### src/rtl/udiv_seq_if.sv
// ----------------------------------------------------------------------------
// udiv_seq_if -- command/result bundle of the sequential unsigned divider.
//
// Command side : i_vld / o_rdy handshake, i_dividend, i_divisor (W bits).
// Result side  : o_vld / i_rdy handshake, o_quotient, o_remainder (W bits),
//                o_div_by_zero.
// Modports     : slave  -- the divider itself
//                master -- the unit issuing commands and consuming results
// ----------------------------------------------------------------------------
interface udiv_seq_if #(
    parameter int W = 32
);
    logic         i_vld;
    logic         o_rdy;
    logic [W-1:0] i_dividend;
    logic [W-1:0] i_divisor;
    logic         o_vld;
    logic         i_rdy;
    logic [W-1:0] o_quotient;
    logic [W-1:0] o_remainder;
    logic         o_div_by_zero;

    modport slave (
        input  i_vld, i_dividend, i_divisor, i_rdy,
        output o_rdy, o_vld, o_quotient, o_remainder, o_div_by_zero
    );

    modport master (
        output i_vld, i_dividend, i_divisor, i_rdy,
        input  o_rdy, o_vld, o_quotient, o_remainder, o_div_by_zero
    );
endinterface

### src/rtl/udiv_seq.sv
// ----------------------------------------------------------------------------
// udiv_seq -- iterative restoring radix-2 unsigned divider.
//
// Retires one quotient bit per clock using a single W+1-bit subtractor
// (a + ~b + 1). One operation in flight at a time.
//
// Ports:
//   clk  -- clock, all state changes on the rising edge
//   rst  -- synchronous, active-high reset; discards any in-flight operation
//   bus  -- udiv_seq_if.slave: command (i_vld/o_rdy, dividend, divisor) and
//           result (o_vld/i_rdy, quotient, remainder, div_by_zero)
//
// Timing: nonzero divisor -> W BUSY cycles, then DONE. Zero divisor ->
// straight to DONE with quotient all ones and remainder = dividend.
// Results hold in DONE until i_rdy; o_rdy is high only in IDLE.
// ----------------------------------------------------------------------------
module udiv_seq #(
    parameter int W = 32
) (
    input  logic       clk,
    input  logic       rst,
    udiv_seq_if.slave  bus
);
    localparam int CW = $clog2(W);

    typedef enum logic [1:0] {
        IDLE = 2'd0,
        BUSY = 2'd1,
        DONE = 2'd2
    } state_t;

    state_t          state_reg;
    state_t          state_next;

    logic [W-1:0]    d_reg;      // latched divisor
    logic [W-1:0]    q_reg;      // dividend shifting out / quotient shifting in
    logic [W-1:0]    r_reg;      // partial remainder
    logic            dbz_reg;
    logic [CW-1:0]   cnt_reg;    // remaining steps minus one

    logic [W:0]      trial;
    logic            div_zero;

    // Shift the next dividend bit into the partial remainder and try to
    // subtract the divisor. r_reg[W-1] is dropped: r < d bounds the partial
    // remainder by the dividend prefix consumed so far, so that bit is
    // always zero before a shift. trial[W] set means no borrow (shifted >= d).
    always_comb begin
        div_zero = (bus.i_divisor == '0);
        trial    = {1'b0, r_reg[W-2:0], q_reg[W-1]} + {1'b0, ~d_reg} + (W+1)'(1);
    end

    // ---------------- state register ----------------
    always_ff @(posedge clk) begin
        if (rst) begin
            state_reg <= IDLE;
        end else begin
            state_reg <= state_next;
        end
    end

    // ---------------- next-state logic ----------------
    always_comb begin
        state_next = state_reg;
        case (state_reg)
            IDLE: begin
                if (bus.i_vld) begin
                    state_next = div_zero ? DONE : BUSY;
                end
            end
            BUSY: begin
                if (cnt_reg == '0) begin
                    state_next = DONE;
                end
            end
            DONE: begin
                if (bus.i_rdy) begin
                    state_next = IDLE;
                end
            end
            default: state_next = IDLE;
        endcase
    end

    // ---------------- datapath ----------------
    always_ff @(posedge clk) begin
        if (rst) begin
            d_reg   <= '0;
            q_reg   <= '0;
            r_reg   <= '0;
            dbz_reg <= 1'b0;
            cnt_reg <= '0;
        end else begin
            case (state_reg)
                IDLE: begin
                    if (bus.i_vld) begin
                        d_reg   <= bus.i_divisor;
                        dbz_reg <= div_zero;
                        cnt_reg <= CW'(W - 1);
                        if (div_zero) begin
                            // Result is final immediately: all-ones quotient,
                            // dividend passed through as remainder.
                            q_reg <= '1;
                            r_reg <= bus.i_dividend;
                        end else begin
                            q_reg <= bus.i_dividend;
                            r_reg <= '0;
                        end
                    end
                end
                BUSY: begin
                    if (trial[W]) begin
                        r_reg <= trial[W-1:0];
                        q_reg <= {q_reg[W-2:0], 1'b1};
                    end else begin
                        r_reg <= {r_reg[W-2:0], q_reg[W-1]};
                        q_reg <= {q_reg[W-2:0], 1'b0};
                    end
                    if (cnt_reg != '0) begin
                        cnt_reg <= cnt_reg - CW'(1);
                    end
                end
                default: ;
            endcase
        end
    end

    // ---------------- outputs ----------------
    assign bus.o_rdy         = (state_reg == IDLE);
    assign bus.o_vld         = (state_reg == DONE);
    assign bus.o_quotient    = q_reg;
    assign bus.o_remainder   = r_reg;
    assign bus.o_div_by_zero = dbz_reg;

endmodule

### src/flat_wrapper.sv
// flat-port wrapper written by rule: the top's interface ports become plain ports
module udiv_seq_flat 
#(
    parameter int W = 32
)
  (clk, rst, bus_i_vld, bus_i_dividend, bus_i_divisor, bus_i_rdy, bus_o_rdy, bus_o_vld, bus_o_quotient, bus_o_remainder, bus_o_div_by_zero);
  udiv_seq_if #(.W(W)) bus_i ();
  input  logic clk;
  input  logic rst;
  input wire logic [$bits(bus_i.i_vld)-1:0] bus_i_vld;
  input wire logic [$bits(bus_i.i_dividend)-1:0] bus_i_dividend;
  input wire logic [$bits(bus_i.i_divisor)-1:0] bus_i_divisor;
  input wire logic [$bits(bus_i.i_rdy)-1:0] bus_i_rdy;
  output wire logic [$bits(bus_i.o_rdy)-1:0] bus_o_rdy;
  output wire logic [$bits(bus_i.o_vld)-1:0] bus_o_vld;
  output wire logic [$bits(bus_i.o_quotient)-1:0] bus_o_quotient;
  output wire logic [$bits(bus_i.o_remainder)-1:0] bus_o_remainder;
  output wire logic [$bits(bus_i.o_div_by_zero)-1:0] bus_o_div_by_zero;
  assign bus_i.i_vld = bus_i_vld;
  assign bus_i.i_dividend = bus_i_dividend;
  assign bus_i.i_divisor = bus_i_divisor;
  assign bus_i.i_rdy = bus_i_rdy;
  assign bus_o_rdy = bus_i.o_rdy;
  assign bus_o_vld = bus_i.o_vld;
  assign bus_o_quotient = bus_i.o_quotient;
  assign bus_o_remainder = bus_i.o_remainder;
  assign bus_o_div_by_zero = bus_i.o_div_by_zero;
  udiv_seq #(.W(W)) u_core (.clk(clk), .rst(rst), .bus(bus_i));
endmodule
### config.mk
export PLATFORM = sky130hd
export DESIGN_NAME = udiv_seq_flat
export DESIGN_NICKNAME = d
export VERILOG_FILES = /design/src/rtl/udiv_seq_if.sv /design/src/rtl/udiv_seq.sv /design/src/flat_wrapper.sv
export SDC_FILE = /design/constraint.sdc
export NUM_CORES = 1
export LEC_CHECK = 0
export ABC_AREA = 0
export CAP_MARGIN = 15
export CORE_UTILIZATION = 40
export CTS_BUF_LIST = sky130_fd_sc_hd__clkbuf_16
export CTS_CLUSTER_SIZE = 24
export DETAILED_ROUTE_END_ITERATION = 7
export GPL_TIMING_DRIVEN = 0
export HOLD_SLACK_MARGIN = 0.05
export MAX_ROUTING_LAYER = met4
export PLACE_DENSITY = 0.65
export SETUP_SLACK_MARGIN = 0.15
export SYNTH_ARGS = -nofsm -noshare
export SYNTH_HDL_FRONTEND = slang
export SYNTH_SLANG_ARGS = --single-unit
### constraint.sdc
create_clock -name clk -period 4.7 [get_ports clk]
set_clock_uncertainty 0.05 [all_clocks]
set_input_delay 0.94 -clock clk [delete_from_list [all_inputs] [get_ports clk]]
set_output_delay 0.94 -clock clk [all_outputs]
set_load 0.02 [all_outputs]
==> results.json <==
{
  "ant_nets": 0,
  "relSlewSlack_pct": 32.8,
  "max_freq_ghz": 0.255,
  "areaGrowthSynthToFinish_pct": 30.2,
  "status": "finished, final reports clean",
  "routed_wl_um": 22200,
  "synth.top_cells.by_count": "nand2_1, a21oi_1, dfxtp_1",
  "power.share.switching_pct": 45.3,
  "vias_per_cell": 5.76,
  "maxCapViolCount": 0,
  "antenna_found_initial": 0,
  "hpwl_um": 17000,
  "vias": 6588,
  "ys_seq_area_share_pct": 33.4,
  "seqPwrFrac_pct": 24.7,
  "cp_num_cells": 8,
  "ioPinCount": 135,
  "detail_route.wl_per_cell_um": 19.4,
  "cts_hold_buf": 0,
  "syn-cell-area_sq_um": 6230,
  "drtPass1Iterations": 5,
  "final_core_utilization_pct": 53.3,
  "ys_types": 55,
  "crit_type": "input pin to register",
  "worst_pin_slew_ps": 1000,
  "yosysMostFrequentCell": "nand2_1",
  "p_int_mw": 2.74,
  "holdPathStages": 2,
  "post_cts_buffers": 0,
  "core_sq_um": 15200,
  "rr_worst_depth": 13,
  "p_sw_mw": 2.27,
  "grt_first_pass_wirelength_um": 34300,
  "path_cells": "clkdlybuf4s50_1 -> nor4_1 -> nand4_1 -> nor3_1 -> and2_1 -> buf_1 -> a22oi_1 -> o21ai_0",
  "cp_slowest_cell": "nor3_1",
  "yosys-top-cells-area": "dfxtp_1, a21oi_1, nand2_1",
  "insertion_delay_ps": 360,
  "cts_max_path_buffers": 2,
  "power.density_nw_per_um2": 617,
  "fin_nets": 1056,
  "hold_start": "u_core.d_reg[2]",
  "die_h_um": 127,
  "power.share.clock_pct": 16.3,
  "critPathBufInv": 2,
  "syn_inst": 808,
  "reg2reg_to": "u_core.bus.o_remainder[17]",
  "first_global_vias": 6269,
  "p_leak_nw": 3.06,
  "port_buffers": 134,
  "netlist.top_cell.by_area": "dfxtp_1",
  "cp-end-kind": "register",
  "die_area_sq_um": 16100,
  "clkTransAtPathRegs_ps": 80,
  "gp_congestion": 0.959,
  "worst_slack_ps": 773,
  "cp-endpoint": "u_core.bus.o_remainder[11]",
  "clockRootBuffer": "clkbuf_16",
  "synth.net_count": 911,
  "syn_avg_cell_area_sq_um": 7.71,
  "crit_fanout": 9,
  "rsz0062_at_grt": "false",
  "synthArstFlopShare_pct": 0,
  "synth_flop_cell": "dfxtp_1",
  "drtIter0Drc": 521,
  "crit_required_ps": 4940,
  "setup_viol": 0,
  "pre_cts_slack_ps": 506,
  "combPwrFrac_pct": 59.0,
  "start_util_pct": 41.0,
  "critical-path-max-stage-delay_ps": 880,
  "worst-endpoint-arrival_ps": 4170,
  "maxSlewViolCount": 0,
  "yosysTopAreaCellShare_pct": 33.4,
  "drive_gt1_share_pct": 3.03,
  "fin_crit_ps": 3930,
  "ctsResizeCount": 0,
  "r2r-start": "u_core.bus.o_quotient[31]",
  "synth_edf_count": 0,
  "reg2reg_slack_ps": 890,
  "hold_viol": 0,
  "grt-ovfl-total": 0,
  "clock-sinks": 104,
  "yosys_warnings": 0,
  "grt_max_degree": 17,
  "fin_crit_sh_pct": 83.6,
  "setup_tns_ps": 0,
  "timing.critical_path.from": "bus_i_divisor[11]",
  "ir_drop_mv": 0.254,
  "ys_ff_latch": 104,
  "die_w_um": 127,
  "tritoncts": "done",
  "h-tree-depth": 3,
  "fillers": 1512,
  "rows": 45,
  "start_kind": "input pin",
  "cts_buffers": 9,
  "drcViolationCount": 0,
  "hold_slack_ps": 405,
  "hold_class": "register to register",
  "cp_top_family": "simple AND/OR/NAND/NOR gates",
  "diodes": 0,
  "grt_usage_pct": 28.8
}
-- how the worst min path moves through the flow --
stage          slack, ps               end
2_1_floorplan        390  u_core.d_reg[10]
3_3_place_gp         390  u_core.d_reg[26]
3_5_place_dp         400  u_core.d_reg[27]
4_1_cts              410  u_core.d_reg[27]
5_1_grt              420  u_core.d_reg[16]
6_report             410   u_core.d_reg[2]
-- per-stage QoR --
| stage | power [mW] | cell area, sq um | std cells |
|---|---|---|---|
| floorplan | 3.25 | 6230 | 808 |
| global placement | 4.14 | 7800 | 1130 |
| detailed placement | 4.15 | 7800 | 1130 |
| CTS | 4.98 | 8110 | 1144 |
| global route | 5.34 | 8110 | 1144 |
| finish | 5.01 | 8110 | 1144 |
-- final cells by class --
| type | count | area [sq um] | area share, % |
|---|---|---|---|
| inverters | 41 | 154 | 1.90 |
| clock inverters | 5 | 81.3 | 1.00 |
| clock buffers | 9 | 225 | 2.78 |
| flip-flops and latches | 104 | 2080 | 25.7 |
| well taps | 188 | 235 | 2.90 |
| plain buffers | 52 | 206 | 2.55 |
| repair buffers | 134 | 1340 | 16.5 |
| multi-input cells | 611 | 3780 | 46.7 |
-- layer usage --
metal / track usage [%] / vias up / share of wire, %
li1: - / 3211 / -
met1: 38.3 / 3086 / 46
met2: 44.8 / 263 / 45
met3: 5.31 / 28 / 7.1
met4: 7.70 / 0 / 1.7
met5: - / - / 0
-- logic make-up after synthesis --
group	synth area share (%)
and+or+nand+nor	18.0
xor gates and xnor gates	4.36
muxes	3.16
buffers and inverters	5.79
DFF	33.4
AOI/OAI and AO/OA	28.1
adders and majority gates	7.15
-- placed cells by master, fill, tap and decap left out, types with 13 or more instances in the layout --
| master | instances |
|---|---|
| nor2_1 | 49 |
| dfxtp_1 | 104 |
| clkdlybuf4s50_1 | 134 |
| a21oi_1 | 114 |
| ha_1 | 34 |
| nand2_1 | 136 |
| a221oi_1 | 15 |
| clkbuf_1 | 47 |
| nor3_1 | 20 |
| a211oi_1 | 13 |
| inv_1 | 41 |
| o221ai_1 | 31 |
| xnor2_1 | 18 |
| o21ai_0 | 29 |
| mux2i_1 | 14 |
| xor2_1 | 13 |
-- power by group through the flow --
stage          logic (mW)  registers [mW]  clock network (mW)
2_1_floorplan        1.92            1.34                   0
3_3_place_gp         2.88            1.25                   0
3_5_place_dp         2.90            1.25                   0
4_1_cts              2.92            1.24               0.822
5_1_grt              3.22            1.26               0.856
6_report             2.95            1.24               0.817
-- worst register-to-register path, stage by stage, from the launching register on --
cell      delay, ps
dfxtp_1         390
inv_1            60
ha_1            220
fa_1            390
nand2b_1        200
a21oi_1         300
o21ai_1         220
o22ai_2         280
nand4_1         190
a31oi_4         500
buf_6           270
buf_4           250
mux2i_1         250
a21oi_1          90
(Power assumes the default switching activity.)
